$ cat src/rtl/drag_image_ctl_pkg.sv
// drag_image_ctl_pkg
//   Shared definitions for the VGA pipeline blocks: default screen
//   geometry, coordinate widths and the drag-controller state encoding.
package drag_image_ctl_pkg;

  // Default visible screen geometry (800x600).
  localparam int SCREEN_W_DEF = 800;
  localparam int SCREEN_H_DEF = 600;

  // Unsigned screen coordinates and signed offset/target arithmetic widths.
  localparam int COORD_W = 12;
  localparam int OFF_W   = 13;

  typedef enum logic [1:0] {
    ST_IDLE = 2'd0,
    ST_GRAB = 2'd1,
    ST_DRAG = 2'd2
  } drag_state_t;

endpackage

$ cat src/rtl/drag_image_ctl_clamp_coord.sv
// clamp_coord
//   Clamps a 13-bit signed coordinate into the unsigned range [0, MAX]
//   and returns it as a 12-bit screen coordinate.
//   Ports:
//     val  in  13-bit signed coordinate
//     res  out 12-bit clamped coordinate
module clamp_coord
  import drag_image_ctl_pkg::*;
#(
  parameter int MAX = 672
) (
  input  logic signed [OFF_W-1:0]   val,
  output logic        [COORD_W-1:0] res
);

  localparam logic signed [OFF_W-1:0] MAX_S = OFF_W'(MAX);
  localparam logic [COORD_W-1:0]      MAX_U = COORD_W'(MAX);

  always_comb begin
    res = val[COORD_W-1:0];
    if (val < 0) begin
      res = '0;
    end else if (val > MAX_S) begin
      res = MAX_U;
    end
  end

endmodule

$ cat src/rtl/drag_image_ctl.sv
// drag_image_ctl
//   Lets the mouse drag an image around the screen. A click on the image
//   (rect_clicked with the left button held) grabs it and records the
//   pointer-to-corner offset; while dragging, the image corner follows the
//   pointer minus that offset, clamped to the screen, and is only updated
//   once per frame at the start of vertical blanking so nothing tears.
//   Ports:
//     pclk, rst               clock, synchronous active-high reset
//     vcount_in, hcount_in    raster position (frame tick detection)
//     xpos_mouse, ypos_mouse  pointer coordinates
//     mouse_left              left button level
//     rect_clicked            click-hit flag from the click detector
//     xpos, ypos              registered image top-left corner
//     dragging                registered, high while the state is DRAG
//     state_dbg               current FSM state, for observation
module drag_image_ctl
  import drag_image_ctl_pkg::*;
#(
  parameter int SCREEN_W = SCREEN_W_DEF,
  parameter int SCREEN_H = SCREEN_H_DEF,
  parameter int RECT_W   = 128,
  parameter int RECT_H   = 128,
  parameter int INIT_X   = 336,
  parameter int INIT_Y   = 236
) (
  input  logic                pclk,
  input  logic                rst,
  input  logic [10:0]         vcount_in,
  input  logic [10:0]         hcount_in,
  input  logic [COORD_W-1:0]  xpos_mouse,
  input  logic [COORD_W-1:0]  ypos_mouse,
  input  logic                mouse_left,
  input  logic                rect_clicked,
  output logic [COORD_W-1:0]  xpos,
  output logic [COORD_W-1:0]  ypos,
  output logic                dragging,
  output logic [1:0]          state_dbg
);

  drag_state_t state, state_nxt;

  logic signed [OFF_W-1:0] off_x, off_y;
  logic signed [OFF_W-1:0] mouse_x_s, mouse_y_s;
  logic signed [OFF_W-1:0] tgt_x, tgt_y;
  logic [COORD_W-1:0]      clamp_x, clamp_y;
  logic                    frame_tick;
  logic                    grab_now;
  logic                    update_pos;

  // First pixel of the first blanking line: exactly one cycle per frame.
  assign frame_tick = (vcount_in == 11'(SCREEN_H)) && (hcount_in == 11'd0);

  assign mouse_x_s = signed'({1'b0, xpos_mouse});
  assign mouse_y_s = signed'({1'b0, ypos_mouse});
  assign tgt_x     = mouse_x_s - off_x;
  assign tgt_y     = mouse_y_s - off_y;

  clamp_coord #(.MAX(SCREEN_W - RECT_W)) u_clamp_x (.val(tgt_x), .res(clamp_x));
  clamp_coord #(.MAX(SCREEN_H - RECT_H)) u_clamp_y (.val(tgt_y), .res(clamp_y));

  // Offsets are only captured on the IDLE->GRAB edge, so later clicks
  // during GRAB/DRAG cannot disturb them.
  assign grab_now = (state == ST_IDLE) && rect_clicked && mouse_left;

  // A release in the tick cycle wins: mouse_left must still be high.
  assign update_pos = (state == ST_DRAG) && mouse_left && frame_tick;

  always_comb begin
    state_nxt = state;
    case (state)
      ST_IDLE: if (grab_now)    state_nxt = ST_GRAB;
      ST_GRAB: state_nxt = mouse_left ? ST_DRAG : ST_IDLE;
      ST_DRAG: if (!mouse_left) state_nxt = ST_IDLE;
      default: state_nxt = ST_IDLE;
    endcase
  end

  always_ff @(posedge pclk) begin
    if (rst) begin
      state    <= ST_IDLE;
      dragging <= 1'b0;
      xpos     <= COORD_W'(INIT_X);
      ypos     <= COORD_W'(INIT_Y);
      off_x    <= '0;
      off_y    <= '0;
    end else begin
      state    <= state_nxt;
      dragging <= (state_nxt == ST_DRAG);
      if (grab_now) begin
        off_x <= mouse_x_s - signed'({1'b0, xpos});
        off_y <= mouse_y_s - signed'({1'b0, ypos});
      end
      if (update_pos) begin
        xpos <= clamp_x;
        ypos <= clamp_y;
      end
    end
  end

  assign state_dbg = state;

endmodule

$ cat config.mk
export PLATFORM = sky130hd
export DESIGN_NAME = drag_image_ctl
export DESIGN_NICKNAME = d
export VERILOG_FILES = /design/src/rtl/drag_image_ctl_pkg.sv /design/src/rtl/drag_image_ctl_clamp_coord.sv /design/src/rtl/drag_image_ctl.sv
export SDC_FILE = /design/constraint.sdc
export NUM_CORES = 1
export LEC_CHECK = 0
export BUFFER_PORTS_ARGS = -buffer_cell sky130_fd_sc_hd__buf_2
export CELL_PAD_IN_SITES_DETAIL_PLACEMENT = 0
export CELL_PAD_IN_SITES_GLOBAL_PLACEMENT = 1
export CORE_MARGIN = 10
export CORE_UTILIZATION = 43
export CTS_BUF_LIST = sky130_fd_sc_hd__clkbuf_4
export CTS_CLUSTER_SIZE = 30
export DETAILED_ROUTE_END_ITERATION = 8
export PLACE_DENSITY_LB_ADDON = 0.15
export SETUP_SLACK_MARGIN = 0.15
export SYNTH_ARGS = -nofsm -noshare
export SYNTH_HDL_FRONTEND = slang
export SYNTH_SLANG_ARGS = --single-unit
$ cat constraint.sdc
create_clock -name pclk -period 3.6 [get_ports pclk]
set_input_delay 0.36 -clock pclk [delete_from_list [all_inputs] [get_ports pclk]]
set_output_delay 0.36 -clock pclk [all_outputs]
set_load 0.1 [all_outputs]
==> results.txt <==
----------------------------------------------------
[Die]
  Die ar. ... 0.0142 mm²
  Ports ... 77
  Height of the die ... 119 µm
  Placeable core region ... 0.00968 mm²
  Starting utilization of the core area ... a little over two fifths
  Placement row count ... 36
  Die X ... 119 µm

[Yosys]
  Async set-or-reset flop fraction in the synthesized netlist ... 0%
  Mean instance size in the synthesized netlist ... 7.86 µm²
  Number of synthesized register bits ... 53
  Area share of the largest cell type after synthesis ... 25.0%
  Leading area contributor after synthesis ... sky130_fd_sc_hd__dfxtp_1
  Top post-synthesis cells by area ... sky130_fd_sc_hd__dfxtp_1 (25%), sky130_fd_sc_hd__ha_1 (14%), sky130_fd_sc_hd__a21oi_1 (5.8%)
  Synth warnings ... 0
  Synth Flop Type ... sky130_fd_sc_hd__dfxtp_1
  Cell count after synthesis ... between 500 and 600
  Number of flops mapped to enable cells by yosys ... 0
  Sequential share of the synthesized area ... roughly 25%
  Post-Synthesis Net Count ... 642
  Synth cell types ... 64
  Cell area after synthesis ... 0.00424 mm²

[Cells and area]
  Commonest cells after routing, fill and taps aside ... sky130_fd_sc_hd__buf_2 (76), sky130_fd_sc_hd__inv_1 (56), sky130_fd_sc_hd__nand2_1 (55)
  Final Util ... 50.0%
  Most common cell after layout, fill and taps aside ... sky130_fd_sc_hd__buf_2
  Number of filler cells placed in the layout ... 997
  Diode insertion count for antenna repair ... 0
  Layout Nets ... 713
  Synthesis-to-finish area growth ... 14.1%
  Fraction of final layout cells with drive strength greater than 1 ... 16.8%
  Post-Layout Cell Count ... between 700 and 800

[Pwr]
  Lkg Pwr ... 2.11 nW
  PD cells ... 304 mW/mm²
  Seq pwr share ... 41.9%
  Switching pwr ... 0.517 mW
  Net switching share of the total power ... 35.2%
  Total power after layout ... 1.47 mW
  Clk network pwr share ... 25.7%
  Power Internal ... 0.953 mW
  Largest voltage drop on the vdd net ... 150 µV
  Logic gate share of total power ... roughly 32%

[Clock tree]
  Resize count post-CTS ... 0
  Number of setup buffers added after CTS ... 0
  Cts bufs inserted ... 5
  Root buffer selected by CTS ... sky130_fd_sc_hd__clkbuf_4
  CTS sink cnt ... 53
  CTS tree ... built
  Clock latency on the worst-skew pair ... roughly 0.4 ns
  Hold-fix buffers at CTS ... 0
  Bufs on Longest Clock Path ... 2
  CTS clk-pin slew, worst paths ... 0.18 ns
  Number of H-tree branching levels ... 2

[Outcome]
  Result of the run ... completed

[Global routing]
  Vias in the first global route ... 4053
  Antenna violations before repair ... 0
  Global-route congestion overflow total ... 0
  Maximum number of pins on one net before global-route repair ... 46
  Global routing usage summed across all routing layers ... 16.0%
  Wire length of the first global-routing pass ... 19.4 mm

[Worst setup path]
  Arrival time at the worst endpoint ... 3.21 ns
  Sequence of cells on the critical path ... ha_1 > fa_1 > nor2b_1 > o221ai_1 > a211oi_1 > o21a_1 > a211o_1 > o211ai_1 > a21o_1 > o31a_1
  Standard cell with the maximum stage delay on the critical path ... sky130_fd_sc_hd__a211oi_1
  Peak per-stage delay on the critical path ... 0.42 ns
  Crit path kind ... reg2reg
  Worst setup EP type ... flip-flop
  Max Fanout on Critical Path ... 8
  Startpoint Class ... flip-flop
  Worst Path Required ... 3.91 ns

[Place]
  Number of I/O port buffers ... 76
  Count of placed standard cells including taps ... around 740
  HPWL after detailed placement ... 9.03 mm
  Global placement routability congestion ... 0.848

[Route]
  Count of nets left with antenna violations after detail routing ... 0
  Detailed-route DRC error count ... 0
  DRT Wirelength ... ~11 mm
  Number of DRC markers in iteration 0 ... 202
  Average detailed-routed wire length per instance ... 15.3 µm
  Count of TritonRoute iterations in the first routing pass ... 4
  Via density per instance ... 5.38
  Overall via count from detail_route ... 4009

[STA]
  Layout Skew ... 0.0171 ns
  Worst slew pin tran ... 0.967 ns
  Final worst path period share ... roughly four fifths
  Setup-failing EPs final ... 0
  Setup TNS ... 0 ns
  Unrepaired setup endpoints after global routing ... no
  Shortest clock period the worst path allows after layout ... between 2 and 3 ns
  Number of hold-slack violations in the final timing report ... 0
  Maximum operating frequency ... 345 MHz
  Worst rel slew slack ... roughly 36%
  Number of max-slew violations in the final report ... 0

[Hold path]
  Worst min-delay path category ... in2reg

[Flow run]
  Max-capacitance violation count ... 0

----------------------------------------------------
[final cells by class]
| cell class | instances | area (µm²) | share of cell area, % |
|---|---|---|---|
| inverters | 56 | 210 | 4.34 |
| flip-flops and latches | 53 | 1060 | 21.9 |
| repair buffers | 78 | 395 | 8.17 |
| clock inverters | 3 | 47.5 | 0.982 |
| well taps | 133 | 166 | 3.44 |
| clock buffers | 5 | 37.5 | 0.775 |
| multi-input cells | 417 | 2920 | 60.4 |
[routing by layer]
metal  global-route usage [%]  wire length (µm)
met1                     19.6              5200
met2                     28.9              5670
met3                     2.36               413
met4                     3.24                82
met5                        0                 0
[power groups by stage]
stage               clock network (mW)  logic [mW]  registers [mW]
detailed placement                   0       0.472           0.628
finish                           0.377       0.476           0.617
CTS                              0.386       0.476           0.617
floorplan                            0       0.352           0.633
global placement                     0       0.468           0.628
global route                     0.409       0.537           0.619
[flip-flops by register name, indices dropped and copies added, names as in the netlist]
signal     cells
dragging       1
off_x         13
off_y         13
state_dbg      2
xpos          12
ypos          12
[metrics by stage]
stage          hold slack [ns]  area [µm²]  setup WS (ns)
2_1_floorplan            0.432        4240          0.825
3_3_place_gp             0.439        4760          0.642
4_1_cts                  0.208        4840          0.707
3_5_place_dp             0.444        4760          0.527
6_report                 0.217        4840          0.701
5_1_grt                  0.216        4840          0.422
[critical path: cells and delay by family (launching register included)]
kind                     cells  cell delay, ns
AO/OA/AOI/OAI                7            1.64
AND/OR/NAND/NOR              1            0.20
flip-flops                   1            0.36
adder cells (fa/ha/maj)      2            0.62
[Yosys cell counts, types with 2 or more instances]
| cell type | count |
|---|---|
| sky130_fd_sc_hd__o21a_1 | 9 |
| sky130_fd_sc_hd__a21oi_1 | 49 |
| sky130_fd_sc_hd__nand2_1 | 55 |
| sky130_fd_sc_hd__xor2_1 | 12 |
| sky130_fd_sc_hd__a22oi_1 | 2 |
| sky130_fd_sc_hd__or3_1 | 7 |
| sky130_fd_sc_hd__nand2b_1 | 14 |
| sky130_fd_sc_hd__nor3_1 | 18 |
| sky130_fd_sc_hd__nor4b_1 | 2 |
| sky130_fd_sc_hd__or3b_1 | 2 |
| sky130_fd_sc_hd__dfxtp_1 | 53 |
| sky130_fd_sc_hd__ha_1 | 48 |
| sky130_fd_sc_hd__xnor2_1 | 19 |
| sky130_fd_sc_hd__o41ai_2 | 4 |
| sky130_fd_sc_hd__fa_1 | 4 |
| sky130_fd_sc_hd__a221o_1 | 2 |
| sky130_fd_sc_hd__or4_1 | 2 |
| sky130_fd_sc_hd__clkbuf_1 | 12 |
| sky130_fd_sc_hd__o41ai_1 | 3 |
| sky130_fd_sc_hd__a21o_1 | 4 |
| sky130_fd_sc_hd__a2111o_1 | 2 |
| sky130_fd_sc_hd__o31ai_1 | 9 |
| sky130_fd_sc_hd__inv_1 | 56 |
| sky130_fd_sc_hd__nand3_1 | 10 |
| sky130_fd_sc_hd__o21ai_0 | 14 |
| sky130_fd_sc_hd__nor2b_1 | 5 |
| sky130_fd_sc_hd__a211oi_1 | 9 |
| sky130_fd_sc_hd__a22o_1 | 3 |
| sky130_fd_sc_hd__o21bai_1 | 5 |
| sky130_fd_sc_hd__o211ai_1 | 3 |
| sky130_fd_sc_hd__or2_2 | 2 |
| sky130_fd_sc_hd__and2_1 | 2 |
| sky130_fd_sc_hd__and3_1 | 8 |
| sky130_fd_sc_hd__a31oi_1 | 6 |
| sky130_fd_sc_hd__nor4_1 | 6 |
| sky130_fd_sc_hd__nor2_1 | 42 |
| sky130_fd_sc_hd__o21ai_1 | 4 |
| sky130_fd_sc_hd__a211o_1 | 2 |
| sky130_fd_sc_hd__or2_1 | 2 |
| sky130_fd_sc_hd__o31a_1 | 3 |
| sky130_fd_sc_hd__o22ai_1 | 3 |
[cells by family (layout without fill, tap and decap cells)]
kind of cell,after synthesis,after routing,share of synthesized area [%]
flops,53,53,25.0
simple gates,186,186,22.1
compound gates,148,148,24.3
buf+inv,70,142,6.22
xor+xnor,31,31,6.40
fa+ha+maj,52,52,16.0
[worst paths after layout]
check | from | end | slack (ns) | cells past startpoint
setup / recovery | off_x[0] | xpos[7] | 0.70 | 10
hold / removal | mouse_left | dragging | 0.22 | 2
setup reg to reg | off_x[0] | xpos[7] | 0.70 | 10
hold reg to reg | off_y[11] | off_y[11] | 0.46 | 2
(Power assumes the default switching activity.)
